## config.mk

```make
export PLATFORM = sky130hd
export DESIGN_NAME = i2c_led_flat
export DESIGN_NICKNAME = d
export VERILOG_FILES = /design/src/rtl/i2c_led_pkg.sv /design/src/rtl/i2c_led_if.sv /design/src/rtl/i2c_led_ws2812_tx.sv /design/src/rtl/i2c_led.sv /design/src/flat_wrapper.sv
export SDC_FILE = /design/constraint.sdc
export NUM_CORES = 1
export LEC_CHECK = 0
export CORE_MARGIN = 2
export CORE_UTILIZATION = 45
export DETAILED_ROUTE_END_ITERATION = 6
export HOLD_SLACK_MARGIN = 0.15
export PLACE_DENSITY = 0.63
export SLEW_MARGIN = 20
export SYNTH_ARGS = -nofsm -noshare
export SYNTH_HDL_FRONTEND = slang
export SYNTH_SLANG_ARGS = --single-unit
```

## constraint.sdc

```tcl
create_clock -name clk -period 4.5 [get_ports clk]
set_clock_uncertainty 0.05 [all_clocks]
set_input_delay 0.45 -clock clk [delete_from_list [all_inputs] [get_ports clk]]
set_output_delay 0.45 -clock clk [all_outputs]
set_load 0.01 [all_outputs]
```

## src/rtl/i2c_led_pkg.sv

```systemverilog
// Shared definitions for the I2C-to-WS2812 LED bridge.
//   - i2c_state_t   : I2C slave FSM states
//   - BYTES_PER_LED : colour bytes per LED (G, R, B)
//   - BITS_PER_BYTE : serial bits per byte
package i2c_led_pkg;

    localparam int BYTES_PER_LED = 3;
    localparam int BITS_PER_BYTE = 8;

    typedef enum logic [2:0] {
        ST_IDLE,
        ST_ADDR,
        ST_ADDR_ACK,
        ST_DATA,
        ST_DATA_ACK,
        ST_IGNORE
    } i2c_state_t;

endpackage

```

## src/rtl/i2c_led_if.sv

```systemverilog
// Pad-side bundle of the LED bridge.
//   scl_i/sda_i : I2C pad inputs (asynchronous)
//   scl_o/sda_o : open-drain pull-low enables (1 = drive low)
//   led_o       : WS2812 serial data
//   fsm_state   : debug view of the I2C slave FSM
// slave modport is used by the design, master modport by whatever drives the pads.
interface i2c_led_if;
    import i2c_led_pkg::*;

    logic       scl_i;
    logic       scl_o;
    logic       sda_i;
    logic       sda_o;
    logic       led_o;
    i2c_state_t fsm_state;

    modport slave (
        input  scl_i, sda_i,
        output scl_o, sda_o, led_o, fsm_state
    );

    modport master (
        output scl_i, sda_i,
        input  scl_o, sda_o, led_o, fsm_state
    );

endinterface

```

## src/rtl/i2c_led_ws2812_tx.sv

```systemverilog
// ws2812_tx: free-running WS2812 frame/bit timer.
//   clk, reset : system clock, synchronous active-low reset
//   byte_idx   : buffer byte being (or about to be) transmitted
//   byte_data  : buffer contents at byte_idx
//   led        : serial output (registered)
// Frame = TRST low cycles, then LED_CNT*24 bits of TBIT cycles each, byte 0
// first, MSB first. Each bit value is fetched on the cycle its timer slot starts.
module ws2812_tx
    import i2c_led_pkg::*;
#(
    parameter int LED_CNT = 3,
    parameter int T0H     = 20,
    parameter int T1H     = 40,
    parameter int TBIT    = 63,
    parameter int TRST    = 3000,
    parameter int BW      = $clog2(LED_CNT * BYTES_PER_LED * BITS_PER_BYTE) - 3
) (
    input  logic          clk,
    input  logic          reset,
    output logic [BW-1:0] byte_idx,
    input  logic [7:0]    byte_data,
    output logic          led
);

    localparam int NBITS = LED_CNT * BYTES_PER_LED * BITS_PER_BYTE;
    localparam int IW    = $clog2(NBITS);
    localparam int CMAX  = (TRST > TBIT) ? TRST : TBIT;
    localparam int CW    = $clog2(CMAX);

    logic          in_gap, in_gap_n;
    logic [CW-1:0] cnt, cnt_n;
    logic [IW-1:0] idx, idx_n;
    logic          bit_val, bit_val_n;
    logic          led_n;

    // The buffer is addressed with the next bit index so the fetched value
    // lines up with the registered output in the first cycle of the bit.
    assign byte_idx = idx_n[IW-1:3];

    always_comb begin
        in_gap_n  = in_gap;
        cnt_n     = cnt + CW'(1);
        idx_n     = idx;
        bit_val_n = bit_val;
        if (in_gap) begin
            if (cnt == CW'(TRST - 1)) begin
                in_gap_n = 1'b0;
                cnt_n    = '0;
                idx_n    = '0;
            end
        end else if (cnt == CW'(TBIT - 1)) begin
            cnt_n = '0;
            if (idx == IW'(NBITS - 1)) begin
                in_gap_n = 1'b1;
            end else begin
                idx_n = idx + IW'(1);
            end
        end
        if (!in_gap_n && cnt_n == '0) begin
            bit_val_n = byte_data[3'd7 - idx_n[2:0]];
        end
        led_n = !in_gap_n && (cnt_n < (bit_val_n ? CW'(T1H) : CW'(T0H)));
    end

    always_ff @(posedge clk) begin
        if (!reset) begin
            in_gap  <= 1'b1;
            cnt     <= '0;
            idx     <= '0;
            bit_val <= 1'b0;
            led     <= 1'b0;
        end else begin
            in_gap  <= in_gap_n;
            cnt     <= cnt_n;
            idx     <= idx_n;
            bit_val <= bit_val_n;
            led     <= led_n;
        end
    end

endmodule

```

## src/rtl/i2c_led.sv

```systemverilog
// i2c_led: write-only I2C slave filling a GRB byte buffer that a WS2812
// transmitter streams out continuously.
//   clk, reset : system clock, synchronous active-low reset
//   bus        : pad bundle (scl/sda in + pull-low enables, led_o, fsm_state)
// Byte 3k+0/1/2 = LED k green/red/blue. Each START rewinds the write pointer.
module i2c_led
    import i2c_led_pkg::*;
#(
    parameter logic [6:0] ADDRESS = 7'h4A,
    parameter int         LED_CNT = 3,
    parameter int         T0H     = 20,
    parameter int         T1H     = 40,
    parameter int         TBIT    = 63,
    parameter int         TRST    = 3000
) (
    input  logic        clk,
    input  logic        reset,
    i2c_led_if.slave    bus
);

    localparam int NBYTES = LED_CNT * BYTES_PER_LED;
    localparam int PW     = $clog2(NBYTES + 1);
    localparam int BW     = $clog2(NBYTES * BITS_PER_BYTE) - 3;

    // Synchronisers reset to the idle-bus level so reset cannot fake an edge.
    logic [1:0] scl_sync, sda_sync;
    logic       scl_d, sda_d;
    logic       scl, sda, scl_rise, scl_fall, start_det, stop_det;

    always_ff @(posedge clk) begin
        if (!reset) begin
            scl_sync <= 2'b11;
            sda_sync <= 2'b11;
            scl_d    <= 1'b1;
            sda_d    <= 1'b1;
        end else begin
            scl_sync <= {scl_sync[0], bus.scl_i};
            sda_sync <= {sda_sync[0], bus.sda_i};
            scl_d    <= scl_sync[1];
            sda_d    <= sda_sync[1];
        end
    end

    assign scl       = scl_sync[1];
    assign sda       = sda_sync[1];
    assign scl_rise  = scl & ~scl_d;
    assign scl_fall  = ~scl & scl_d;
    assign start_det = scl & scl_d & sda_d & ~sda;
    assign stop_det  = scl & scl_d & ~sda_d & sda;

    i2c_state_t    state, state_n;
    logic [3:0]    bit_cnt, bit_cnt_n;
    logic [7:0]    shift, shift_n;
    logic [PW-1:0] wr_ptr, wr_ptr_n;
    logic          sda_q, sda_n;
    logic          wr_en;
    logic [7:0]    buffer [NBYTES];
    logic [BW-1:0] rd_idx;

    always_comb begin
        state_n   = state;
        bit_cnt_n = bit_cnt;
        shift_n   = shift;
        wr_ptr_n  = wr_ptr;
        sda_n     = sda_q;
        wr_en     = 1'b0;
        if (start_det) begin
            state_n   = ST_ADDR;
            bit_cnt_n = '0;
            wr_ptr_n  = '0;
            sda_n     = 1'b0;
        end else if (stop_det) begin
            state_n   = ST_IDLE;
            bit_cnt_n = '0;
            sda_n     = 1'b0;
        end else begin
            case (state)
                ST_ADDR, ST_DATA: begin
                    if (scl_rise && bit_cnt < 4'd8) begin
                        shift_n   = {shift[6:0], sda};
                        bit_cnt_n = bit_cnt + 4'd1;
                    end else if (scl_fall && bit_cnt == 4'd8) begin
                        bit_cnt_n = '0;
                        if (state == ST_ADDR) begin
                            if (shift == {ADDRESS, 1'b0}) begin
                                state_n = ST_ADDR_ACK;
                                sda_n   = 1'b1;
                            end else begin
                                state_n = ST_IGNORE;
                            end
                        end else begin
                            // Past the end of the buffer the byte is dropped
                            // and the ACK slot is left released (NACK).
                            state_n = ST_DATA_ACK;
                            if (wr_ptr < PW'(NBYTES)) begin
                                wr_en    = 1'b1;
                                wr_ptr_n = wr_ptr + PW'(1);
                                sda_n    = 1'b1;
                            end
                        end
                    end
                end
                ST_ADDR_ACK, ST_DATA_ACK: begin
                    if (scl_fall) begin
                        state_n = ST_DATA;
                        sda_n   = 1'b0;
                    end
                end
                default: ;
            endcase
        end
    end

    always_ff @(posedge clk) begin
        if (!reset) begin
            state   <= ST_IDLE;
            bit_cnt <= '0;
            shift   <= '0;
            wr_ptr  <= '0;
            sda_q   <= 1'b0;
            for (int i = 0; i < NBYTES; i++) begin
                buffer[i] <= '0;
            end
        end else begin
            state   <= state_n;
            bit_cnt <= bit_cnt_n;
            shift   <= shift_n;
            wr_ptr  <= wr_ptr_n;
            sda_q   <= sda_n;
            if (wr_en) begin
                buffer[wr_ptr[BW-1:0]] <= shift;
            end
        end
    end

    ws2812_tx #(
        .LED_CNT (LED_CNT),
        .T0H     (T0H),
        .T1H     (T1H),
        .TBIT    (TBIT),
        .TRST    (TRST),
        .BW      (BW)
    ) u_tx (
        .clk       (clk),
        .reset     (reset),
        .byte_idx  (rd_idx),
        .byte_data (buffer[rd_idx]),
        .led       (bus.led_o)
    );

    assign bus.scl_o     = 1'b0;
    assign bus.sda_o     = sda_q;
    assign bus.fsm_state = state;

endmodule

```

## src/flat_wrapper.sv

```systemverilog
// flat-port wrapper written by rule: the top's interface ports become plain ports
module i2c_led_flat import i2c_led_pkg::*;
#(
    parameter logic [6:0] ADDRESS = 7'h4A,
    parameter int         LED_CNT = 3,
    parameter int         T0H     = 20,
    parameter int         T1H     = 40,
    parameter int         TBIT    = 63,
    parameter int         TRST    = 3000
)
  (clk, reset, bus_scl_i, bus_sda_i, bus_scl_o, bus_sda_o, bus_led_o, bus_fsm_state);
  i2c_led_if bus_i ();
  input  logic clk;
  input  logic reset;
  input wire logic [$bits(bus_i.scl_i)-1:0] bus_scl_i;
  input wire logic [$bits(bus_i.sda_i)-1:0] bus_sda_i;
  output wire logic [$bits(bus_i.scl_o)-1:0] bus_scl_o;
  output wire logic [$bits(bus_i.sda_o)-1:0] bus_sda_o;
  output wire logic [$bits(bus_i.led_o)-1:0] bus_led_o;
  output wire logic [$bits(bus_i.fsm_state)-1:0] bus_fsm_state;
  assign bus_i.scl_i = bus_scl_i;
  assign bus_i.sda_i = bus_sda_i;
  assign bus_scl_o = bus_i.scl_o;
  assign bus_sda_o = bus_i.sda_o;
  assign bus_led_o = bus_i.led_o;
  assign bus_fsm_state = bus_i.fsm_state;
  i2c_led #(.ADDRESS(ADDRESS), .LED_CNT(LED_CNT), .T0H(T0H), .T1H(T1H), .TBIT(TBIT), .TRST(TRST)) u_core (.clk(clk), .reset(reset), .bus(bus_i));
endmodule
```

Word-level counts from Yosys, hierarchy flattened
Memories as Yosys holds them, arrays and structs flattened.
Cells that the tools add are included.
W data, S select, Z words.
- bits in registers: 48
- RAM bits: 72
- word-level logic and storage cells: 124
- memories kept: 1
- $add $sub $neg: 5
- $lt $le $gt $ge: 4
- equal/unequal tests: 17
- multiplexer cells: 46
- bitwise logic cells: 16
- reductions and logical operators: 20
- memories (name ; depth ; bits a word ; rd ports ; clocked after memory_dff ; wr ports ; RTL line ; text):
    u_core.buffer ; 9 ; 8 ; 1 ; 0 ; 9 ; i2c_led.sv:57 ; logic [7:0] buffer [NBYTES];
- operators with widths (kind ; number):
    $mux W12 ; 3
    $mux W7 ; 4
    $mux W1 ; 26
    $mux W3 ; 5
    $add A12 B1 Y12 const B ; 1
    $eq A12 B12 Y1 const B ; 1
    $eq A12 B6 Y1 const B ; 1
    $logic_not A12 Y1 ; 1
    $lt A12 B6 Y1 ; 1
    $mux W4 ; 3
    $reduce_and A4 Y1 ; 3
    $reduce_and A6 Y1 ; 2
    $not A1 Y1 ; 9
    $add A4 B1 Y4 const B ; 2
    $eq A8 B8 Y1 const B ; 1
    $lt A4 B4 Y1 const B ; 2
    $mux W8 ; 1
    $ne A4 B1 Y1 const B ; 2
    $reduce_or A8 Y1 ; 1
    $add A7 B1 Y7 const B ; 1
    $and A1 B1 Y1 ; 7
    $eq A7 B7 Y1 const B ; 1
    $eq A3 B2 Y1 const B ; 2
    $mux W6 ; 1
    20 further kinds ; 27

Logic depth before layout (Yosys ltp)
Gate-level depths: netlist (run 1).
- depth after elaboration: 13
- depth in mapped cells: 21
- depth with buffers taken out: 18

By module
A second synthesis (run 1) with hierarchy kept.
- cell total of the unflattened synthesis: 664
- area, all modules: 8346.8 um^2
- by module, submodules not included (module ; instances ; cells an instance ; area each (um^2) ; seq. area each (um^2)):
    i2c_led ; 1 ; 466 ; 6697.7 ; 4364.2
    ws2812_tx ; 1 ; 198 ; 1649.1 ; 440.4

Worst setup path before layout (run 1)
OpenSTA, ideal clock, no wires.
- path type: reg2reg
- from: reg u_core.u_tx.cnt[6]
- to: reg u_core.u_tx.led
- library setup time: 123 ps
- arrival time: 4278 ps
- path slack: 49 ps
- stages on the path, launching flop included: 20
- path buffers: 3
- period minus slack after synthesis: 4451 ps
- path through: dfxtp_1 buf_6 or4_4 or4_4 buf_6 o211a_1 or2_2 buf_2 mux2i_1 mux2i_1 o31ai_1 or4_4 a41oi_2 inv_2 ha_1 a21oi_1 and3b_1 and3_1 a21oi_1 o21ai_0
- word-level cells in the longest chain between the ends: 10
- elaborated cells on any way between the ends: 23
- RTL lines (what ; RTL line ; text):
    start: declaration ; i2c_led_ws2812_tx.sv:31 ; logic [CW-1:0] cnt, cnt_n;
    start signal: assignment ; i2c_led_ws2812_tx.sv:74 ; cnt <= cnt_n;
    $eq A12 B6 Y1 / $eq A12 B12 Y1 (equally long branches) ; i2c_led_ws2812_tx.sv:51, i2c_led_ws2812_tx.sv:46 ;
    $mux W7 (on tied branches) ; i2c_led_ws2812_tx.sv:51, i2c_led_ws2812_tx.sv:46 ;
    $mux W7 ; i2c_led_ws2812_tx.sv:45 ; if (in_gap) begin
    $mem_v2 Z9 W8 / $sub A3 B3 Y3 (equally long branches) ; n/a ;
    $bmux W1 S3 ; i2c_led_ws2812_tx.sv:60 ; bit_val_n = byte_data[3'd7 - idx_n[2:0]];
    $mux W1 (not written as such) ; i2c_led_ws2812_tx.sv:60 ;
    $mux W1 * ; i2c_led_ws2812_tx.sv:59 ; if (!in_gap_n && cnt_n == '0) begin
    named net u_core.u_tx.bit_val_n ; i2c_led_ws2812_tx.sv:33 ; logic bit_val, bit_val_n;
    $mux W6 * ; i2c_led_ws2812_tx.sv:62 ; led_n = !in_gap_n && (cnt_n < (bit_val_n ? CW'(T1H) : CW'(T0H)));
    $lt A12 B6 Y1 * ; i2c_led_ws2812_tx.sv:62 ;
    $logic_and A1 B1 Y1 * ; i2c_led_ws2812_tx.sv:62 ;
    end signal: assignment ; i2c_led_ws2812_tx.sv:77 ; led <= led_n;
    end: declaration ; i2c_led_ws2812_tx.sv:22 ; output logic led
The timed path passes the listed nets; every way through them passes the cells marked *. The select of a mux whose other input is x is not followed.
A chain may end at the register's enable or synchronous reset.

Final worst setup path (run 1)
Same ends and word-level chain as after synthesis.

==> flow_metrics.tcl, run 1 <==
set metrics [dict create \
    relSlewSlack_pct 39.0 \
    wl_um 23000 \
    layout_common_cells "edfxtp_1, and3_1, nand2_1, buf_4, dfxtp_1" \
    drc 0 \
    synth-xor-area-share_pct 1.74 \
    synth_top_family_by_area "simple AND/OR/NAND/NOR gates" \
    viasPerCell 6.02 \
    die_y_um 142 \
    fin_nets 885 \
    hpwl_um 15900 \
    syn_inst 798 \
    numPlacedInstances 1071 \
    worstHoldPathType "register to register" \
    drv_cap 0 \
    grt_usage_pct 23.6 \
    place_area_sq_um 9280 \
    synth-async-reset-ratio_pct 0 \
    post-route-min-period_ns 4.41 \
    cts_root_buf "clkbuf_16" \
    crit_path_max_fanout 10 \
    power_density_nw_per_um2 332 \
    yosys.area_share.simple_pct 21.7 \
    die_x_um 142 \
    status "completed" \
    path_clk_slew_ns 0.08 \
    grt_pass1_wl_um 36100 \
    synth_compound_gate_area_share_pct 12.7 \
    core_area_sq_um 18700 \
    drt_pass1_iterations 5 \
    num_vias 6714 \
    drt_iter0_markers 547 \
    cts_sinks 176 \
    synth_area_sq_um 8580 \
    fin_tns_setup_ns 0 \
    ant_nets 0 \
    final_util_pct 54.1 \
    min_period_over_period_pct 98.1 \
    tightest_slew_ns 0.916 \
    fin_area_sq_um 10100 \
    cts_buffer_depth 2 \
    end_kind "register" \
    finalWeightedCongestion 0.954 \
    wl_per_cell_um 20.7 \
    layout_commonest_cell "edfxtp_1" \
    clock.fmax_mhz 227 \
    grt_pass1_vias 6426 \
    synth_seq_area_share_pct 56.0 \
    yosysWarnings 0 \
    arrival_ns 4.74 \
    gr-total-overflow 0 \
    cts_tree "done" \
    diodes 0 \
    grt_setup_unrepaired "true" \
    fin_cells 1115 \
    numCtsBuffers 17 \
    start_util_pct 45.9 \
    clk_latency_ns 0.44 \
    crit_type "register to register" \
    drive_above_1_share_pct 16.0 \
    maxSlewViolCount 0 \
    ys_ff_latch 176 \
    grt_max_degree 37 \
    die-area_sq_um 20200 \
    leakage_nw 3.96 \
    synth-adder-area-share_pct 1.90 \
    avgSynthCellArea_sq_um 10.7 \
    crit_path_start_kind "register" \
    pre_cts_ws_ns -0.253 \
    ys.flop_type "edfxtp_1" \
    yosys.cell_types.count 75 \
    synth_edf_count 128 \
    port_buffers 8 \
    grt_antenna_before_repair 0 \
    cts_htree_levels 4 \
    rows 50 \
    cp.required_ns 4.82 \
    peakVddDrop_mv 0.278 \
    pin_count 10 \
    hold_viol 0 \
    nFillCells 1610 \
    setup_viol 0 \
    area_delta_synth_final_pct 17.9 \
    fin_ws_ns 0.0867 \
    synth.area.mux_share_pct 2.28 \
]
registers in the layout, summed over array words and instances (netlist names):
signal                count
u_core.u_tx.bit_val       1
u_core.bit_cnt            4
u_core.wr_ptr             4
u_core.shift              8
u_core.sda_d              1
u_core.bus.fsm_state      3
u_core.scl_d              1
u_core.sda_sync           2
u_core.u_tx.in_gap        1
u_core.bus.sda_o          1
u_core.scl_sync           2
u_core.u_tx.idx           7
u_core.buffer           128
u_core.u_tx.cnt          12
u_core.u_tx.led           1
power by group:
group,leakage (nW),switching (mW),total (mW),internal (mW)
clock,0.289,0.717,1.46,0.744
combinational,2.05,0.0586,0.0919,0.0332
sequential,1.62,0.0256,1.80,1.78
total,3.96,0.801,3.36,2.56
final timing paths:
check	startpoint	to	slack [ns]	cells after the start
setup reg to reg	u_core.u_tx.cnt[6]$_SDFF_PN0_	u_core.u_tx.led$_SDFF_PN0_	0.09	20
hold reg to reg	u_core.scl_sync[0]$_SDFF_PN1_	u_core.scl_sync[1]$_SDFF_PN1_	0.37	1
setup / recovery	u_core.u_tx.cnt[6]$_SDFF_PN0_	u_core.u_tx.led$_SDFF_PN0_	0.09	20
hold / removal	u_core.scl_sync[0]$_SDFF_PN1_	u_core.scl_sync[1]$_SDFF_PN1_	0.37	1
Yosys cell counts (all sizes together), types with 12 or more instances:
cell type / number / area share [%]
a211oi: 25 / 2.2
a21oi: 24 / 1.4
a31oi: 13 / 0.95
and3: 105 / 7.7
clkbuf: 51 / 2.2
dfxtp: 48 / 11
edfxtp: 128 / 45
ha: 13 / 1.9
mux2i: 15 / 1.8
nand2: 73 / 3.2
nand3: 38 / 2.2
nand4: 12 / 0.88
nor2: 50 / 2.2
o21ai: 30 / 1.8
what timing repair did:
item | 4_1_cts | 5_1_grt
setup endpoints to repair | 1 | 1
buffers inserted | 1 | 11
gates resized for setup | 9 | 25
pin swaps | 2 | 11
hold buffers | 0 | 0
final cells by class:
class                   count  area, sq um  area share (%)
flip-flops and latches    176         4810            47.5
clock buffers              17          425            4.21
multi-input cells         582         3720            36.8
well taps                 234          293            2.90
inverters                  10         37.5           0.371
repair buffers             81          668            6.61
clock inverters            15          163            1.61
kinds of logic (layout without fill, tap and decap cells):
kind of cell             count (synthesis)  after routing
AND/OR/NAND/NOR                        344            344
flip-flops                             176            176
AO/OA/AOI/OAI                          156            156
buffers and inverters                   72            123
multiplexers                            19             19
XOR/XNOR                                17             17
adder cells (fa/ha/maj)                 13             13
other                                    1             33
through the flow:
stage	hold slack, ns	power [mW]
5_1_grt	0.405	3.46
3_5_place_dp	0.347	1.93
6_report	0.366	3.36
4_1_cts	0.369	3.37
2_1_floorplan	0.336	1.89
3_3_place_gp	0.342	1.93
critical path: stages (launching register included):
cell,delay [ns]
dfxtp_1,0.32
or4_4,0.53
or4_4,0.51
buf_6,0.16
nor4_4,0.23
buf_4,0.15
buf_4,0.11
nor2_2,0.04
buf_4,0.18
a211oi_2,0.15
a211oi_1,0.09
a2111o_1,0.46
a31oi_4,0.24
a41oi_4,0.17
buf_4,0.18
ha_1,0.17
a21oi_1,0.13
and3b_1,0.18
buf_4,0.12
nand3_1,0.06
o21ai_1,0.11
routing by layer:
metal | GRT usage [%] | routed length [um] | share of wire (%) | vias up
met3 | 4.91 | 1240 | 5.4 | 50
met2 | 39.1 | 11300 | 49 | 223
met1 | 30.4 | 9840 | 43 | 3323
li1 | - | - | - | 3118
met4 | 9.37 | 654 | 2.8 | 0
met5 | 0 | 0 | 0 | -
Power figures use the tool's default switching activity.
==> inputs of run 2 (changes only) <==
--- a/config.mk
+++ b/config.mk
@@ -6,10 +6,10 @@
 export NUM_CORES = 1
 export LEC_CHECK = 0
 export CORE_MARGIN = 2
-export CORE_UTILIZATION = 45
+export CORE_UTILIZATION = 50
 export DETAILED_ROUTE_END_ITERATION = 6
 export HOLD_SLACK_MARGIN = 0.15
-export PLACE_DENSITY = 0.63
+export PLACE_DENSITY = 0.68
 export SLEW_MARGIN = 20
 export SYNTH_ARGS = -nofsm -noshare
 export SYNTH_HDL_FRONTEND = slang
==> constraint.sdc (replaced) <==
create_clock -name clk -period 3.7 [get_ports clk]
set_clock_uncertainty 0.05 [all_clocks]
set_input_delay 0.37 -clock clk [delete_from_list [all_inputs] [get_ports clk]]
set_output_delay 0.37 -clock clk [all_outputs]
set_load 0.01 [all_outputs]
==> run 2 against run 1 <==
The run now ends with setup timing left. Sequential share of layout area down 2.4 points. Global-route usage up 3.0 points. Final area up 5.2%. Non-clock buffer count up 44. Worst setup slack worse by 0.83 ns. Critical path type unchanged. Critical endpoint unchanged. Largest power group unchanged.
==> flow_metrics.tcl, run 2 (same netlist as run 1, synthesis figures left out) <==
set metrics [dict create \
    power_density_nw_per_um2 392 \
    power_mw 4.17 \
    rrSetupSlack_ns -0.74 \
    cts_htree_levels 4 \
    largest_register_ffs 128 \
    core_area_sq_um 16700 \
    hold_viol 0 \
    cts_buffer_depth 2 \
    pin_count 10 \
    rows 47 \
    path_clk_slew_ns 0.07 \
    path_cells "or4_4, or4_4, nand3_1, buf_12, and3_1, a211oi_2, o21ai_0, buf_4, nand4_1, a2111o_1, a41oi_4, inv_2, ha_4, a21oi_1, and3b_2, and3_1, a21oi_1, o21ai_0" \
    viasPerCell 5.98 \
    crit_family "simple AND/OR/NAND/NOR gates" \
    drv_cap 0 \
    ctsHoldBuffers 0 \
    final_util_pct 63.7 \
    finalWeightedCongestion 0.919 \
    r2r_cells 18 \
    fin_ws_ns -0.740 \
    hpwl_um 16300 \
    cp.depth 18 \
    arrival_ns 4.71 \
    top_register "u_core.buffer" \
    ant_nets 0 \
    tightest_slew_ns 0.934 \
    diodes 0 \
    layout_commonest_cell "edfxtp_1" \
    grt_use_met1_pct 34.9 \
    violations "setup timing" \
    crit_type "register to register" \
    num_vias 6852 \
    port_buffers 8 \
    area_delta_synth_final_pct 24.1 \
    relSlewSlack_pct 37.7 \
    leakage_nw 4.26 \
    grt_max_degree 24 \
    path_buf_inv 3 \
    wl_per_cell_um 20.5 \
    crit_path_start_kind "register" \
    pre_cts_ws_ns -0.755 \
    maxSlewViolCount 0 \
    die-area_sq_um 18200 \
    crit_path_max_fanout 19 \
    fin_nets 929 \
    cts_root_buf "clkbuf_16" \
    clock.fmax_mhz 225 \
    worstHoldPathType "register to register" \
    grt_usage_pct 26.6 \
    gr-total-overflow 0 \
    drc 0 \
    drt_iter0_markers 627 \
    min_period_over_period_pct 120 \
    status "finished with violations" \
    grt_antenna_before_repair 0 \
    slowest_stage "or4_4" \
    layout_common_cells "edfxtp_1, and3_1, buf_4, nand2_1" \
    grt_pass1_vias 6727 \
    end_kind "register" \
    worstReg2RegEnd "u_core.u_tx.led$_SDFF_PN0_" \
    grt_pass1_wl_um 36800 \
    post-route-min-period_ns 4.44 \
    busiest_layer "met2" \
    crit_start "u_core.u_tx.cnt[10]$_SDFF_PN0_" \
    cts_sinks 176 \
    fin_tns_setup_ns -0.796 \
    grt_setup_unrepaired "true" \
    cp-endpoint "u_core.u_tx.led$_SDFF_PN0_" \
    cts_tree "done" \
    timing.rr.start "u_core.u_tx.cnt[10]$_SDFF_PN0_" \
    numCtsBuffers 17 \
    met2_usage_pct 44.8 \
    peakVddDrop_mv 0.323 \
    start_util_pct 51.4 \
    met3_usage_pct 4.62 \
    cp.required_ns 3.97 \
    die_x_um 135 \
    wl_um 23400 \
    setup_viol 2 \
    slowest_delay_ns 0.54 \
    drive_above_1_share_pct 20.6 \
    top_regs "u_core.buffer (128), u_core.u_tx.cnt (12), u_core.shift (8)" \
    clk_latency_ns 0.44 \
    die_y_um 135 \
    drt_pass1_iterations 7 \
]
==> run 2: cell types whose count changed in the layout (fill, tap and decap cells not counted), moves of 4 or more <==
| cell | delta |
|---|---|
| bufinv_16 | +4 |
| clkbuf_1 | +4 |
| buf_12 | +8 |
| clkinv_8 | -4 |
| inv_6 | -6 |
| a211oi_2 | +5 |
| a211oi_1 | -5 |
| buf_4 | +36 |
==> run 2: layer usage <==
metal,vias up,wire (um)
met1,3364,9940
met3,44,1330
met2,236,11600
met5,-,0
li1,3208,-
met4,0,600
==> run 2: area by class of cell <==
type / count / area (sq um)
repair buffers: 125 / 1130
clock buffers: 21 / 440
clock inverters: 11 / 161
multi-input cells: 582 / 3790
fillers: 1347 / 6060
inverters: 10 / 37.5
well taps: 220 / 275
flip-flops and latches: 176 / 4810
==> run 2: worst min-delay path by stage <==
stage / slack [ns] / startpoint / depth (start not counted) / to
after floorplan: 0.34 / u_core.scl_sync[0]$_SDFF_PN1_ / 1 / u_core.scl_sync[1]$_SDFF_PN1_
after global placement: 0.34 / u_core.scl_sync[0]$_SDFF_PN1_ / 1 / u_core.scl_sync[1]$_SDFF_PN1_
after detailed placement: 0.35 / u_core.scl_sync[0]$_SDFF_PN1_ / 1 / u_core.scl_sync[1]$_SDFF_PN1_
after CTS: 0.36 / u_core.scl_sync[0]$_SDFF_PN1_ / 1 / u_core.scl_sync[1]$_SDFF_PN1_
after global routing: 0.37 / u_core.scl_sync[0]$_SDFF_PN1_ / 1 / u_core.scl_sync[1]$_SDFF_PN1_
final: 0.36 / u_core.scl_sync[0]$_SDFF_PN1_ / 1 / u_core.scl_sync[1]$_SDFF_PN1_
==> run 2: what timing repair did <==
| action | in CTS | in global routing |
|---|---|---|
| setup endpoints to repair | 2 | 2 |
| hold endpoints to repair | 0 | 0 |
| cloned | 0 | 2 |
| setup buffers | 0 | 3 |
| pin swaps | 0 | 10 |
| gates resized for setup | 9 | 25 |
==> run 2: where the power goes <==
group,internal [mW],switching [mW]
registers,2.16,0.0238
logic,0.0479,0.0766
clock network,1.13,0.736
==> run 2: metrics by stage <==
step	std cells	instance area, sq um	hold slack (ns)
6_report	1145	10600	0.360
5_1_grt	1145	10600	0.368
4_1_cts	1140	10400	0.364
3_5_place_dp	1108	9790	0.347
3_3_place_gp	1108	9790	0.345
2_1_floorplan	830	8750	0.336
==> inputs of run 3 (changes only) <==
--- a/config.mk
+++ b/config.mk
@@ -8,6 +8,7 @@
 export CORE_MARGIN = 2
 export CORE_UTILIZATION = 50
 export DETAILED_ROUTE_END_ITERATION = 6
+export DONT_BUFFER_PORTS = 1
 export HOLD_SLACK_MARGIN = 0.15
 export PLACE_DENSITY = 0.68
 export SLEW_MARGIN = 20
==> run 3 against run 2 <==
The flow still finishes with violations (setup timing). Largest power group unchanged. Total power decreased by 2.1%. Clock power fell by 4%. First-iteration DRC count rose by 14%. Critical path depth unchanged. Global-route usage shrank 0.40 points.
==> flow_metrics.tcl, run 3 (same netlist as run 1, synthesis figures left out) <==
set metrics [dict create \
    numCtsBuffers 17 \
    violations "setup timing" \
    cts_buffer_depth 2 \
    drt_pass1_iterations 6 \
    cts_htree_levels 4 \
    power_mw 4.08 \
    drive_above_1_share_pct 20.4 \
    maxSlewViolCount 0 \
    grt_antenna_before_repair 0 \
    die_y_um 135 \
    num_vias 6818 \
    path_clk_slew_ns 0.07 \
    worstHoldPathType "input pin to register" \
    seq_power_share_pct 53.6 \
    viasPerCell 5.99 \
    clock.fmax_mhz 229 \
    slowest_stage "or4_4" \
    min_period_over_period_pct 118 \
    path_common_cell "or4_4" \
    netSwitchingFraction_pct 22.3 \
    whs_ns 0.195 \
    leakage_nw 4.17 \
    combPwrFrac_pct 3.0 \
    port_buffers 0 \
    drc 0 \
    diodes 0 \
    nFillCells 1346 \
    arrival_ns 4.63 \
    die-area_sq_um 18200 \
    top_register "u_core.buffer" \
    largest_register_ffs 128 \
    cts_sinks 176 \
    wl_um 22800 \
    final_util_pct 62.4 \
    drt_iter0_markers 715 \
    clkPwrFrac_pct 43.5 \
    layout_commonest_cell "edfxtp_1" \
    finalWeightedCongestion 0.938 \
    die_x_um 135 \
    grt_usage_pct 26.2 \
    crit_path_start_kind "register" \
    gr-total-overflow 0 \
    end_kind "register" \
    crit_family "simple AND/OR/NAND/NOR gates" \
    slowest_delay_ns 0.54 \
    rows 47 \
    drv_cap 0 \
    pin_count 10 \
    wl_per_cell_um 20.0 \
    switching_power_mw 0.910 \
    path_cells "or4_4, or4_4, buf_6, o211a_4, or2_4, buf_12, mux2i_1, mux2i_1, o31ai_1, or4_4, a41oi_4, inv_2, ha_4, a21oi_2, and3b_1, and3_1, a21oi_1, o21ai_1" \
    setup_viol 1 \
    post-route-min-period_ns 4.36 \
    crit_path_max_fanout 8 \
    cp.required_ns 3.97 \
    area_delta_synth_final_pct 21.5 \
    fin_nets 922 \
    cts_root_buf "clkbuf_16" \
    peakVddDrop_mv 0.317 \
    tightest_slew_ns 0.780 \
    relSlewSlack_pct 48.0 \
    clk_latency_ns 0.43 \
    hold_viol 0 \
    path_buf_inv 3 \
    hpwl_um 15900 \
    cts_tree "done" \
    top_regs "u_core.buffer (128), u_core.u_tx.cnt (12), u_core.shift (8)" \
    crit_type "register to register" \
    grt_setup_unrepaired "true" \
    fin_ws_ns -0.658 \
    ant_nets 0 \
    status "finished with violations" \
    fin_tns_setup_ns -0.658 \
    power_density_nw_per_um2 392 \
    grt_pass1_vias 6840 \
    layout_common_cells "edfxtp_1, buf_4, and3_1, nand2_1" \
    grt_max_degree 37 \
    core_area_sq_um 16700 \
    intPower_mw 3.17 \
    grt_pass1_wl_um 36500 \
    start_util_pct 51.4 \
]
==> run 3: cell types whose count changed in the layout (fill, tap and decap cells not counted), sizes merged <==
cell / change
dlygate4sd3: +3
clkbuf: -3
clkdlybuf4s50: -8
clkinv: -2
inv: +8
clkinvlp: -1
bufinv: -4
==> run 3: final timing paths <==
path	startpoint	to	slack (ns)	depth (start not counted)
worst max register to register	u_core.u_tx.cnt[10]$_SDFF_PN0_	u_core.u_tx.led$_SDFF_PN0_	-0.66	18
worst min register to register	u_core.sda_sync[0]$_SDFF_PN1_	u_core.sda_sync[1]$_SDFF_PN1_	0.37	1
worst min-delay path	reset	u_core.u_tx.cnt[0]$_SDFF_PN0_	0.20	2
worst max-delay path	u_core.u_tx.cnt[10]$_SDFF_PN0_	u_core.u_tx.led$_SDFF_PN0_	-0.66	18
==> run 3: routing by layer <==
metal / global-route usage (%) / up-vias / routed length [um]
li1: - / 3192 / -
met1: 32.9 / 3304 / 9170
met2: 45.5 / 271 / 11600
met3: 5.48 / 51 / 1410
met4: 8.68 / 0 / 618
met5: 0 / - / 0
==> run 3: what timing repair did <==
item,CTS,global route
gates resized for setup,22,8
setup buffers,5,0
hold buffers,3,0
endpoints found under the hold margin,8,0
setup endpoints to repair,2,2
cloned,0,0
pin swaps,7,4
==> run 3: power by group through the flow <==
stage	Sequential, mW	Clock [mW]	Combinational, mW
after floorplan	2.22	0	0.0768
after detailed placement	2.23	0	0.110
after CTS	2.19	1.79	0.118
after global placement	2.23	0	0.106
after global routing	2.19	1.88	0.133
final	2.19	1.78	0.121
==> run 3: per-stage QoR <==
step	cells	setup WS (ns)	cell area, sq um
finish	1138	-0.658	10400
global route	1138	-0.814	10400
CTS	1138	-0.689	10400
detailed placement	1099	-0.743	9630
global placement	1099	-0.731	9630
floorplan	830	-0.445	8750
==> run 3: area by class of cell <==
cell class,instances,area [sq um],area share [%]
clock inverters,12,105,1.01
multi-input cells,582,3750,36.0
repair buffers,118,962,9.23
flip-flops and latches,176,4810,46.1
clock buffers,20,480,4.61
well taps,220,275,2.64
inverters,10,37.5,0.360
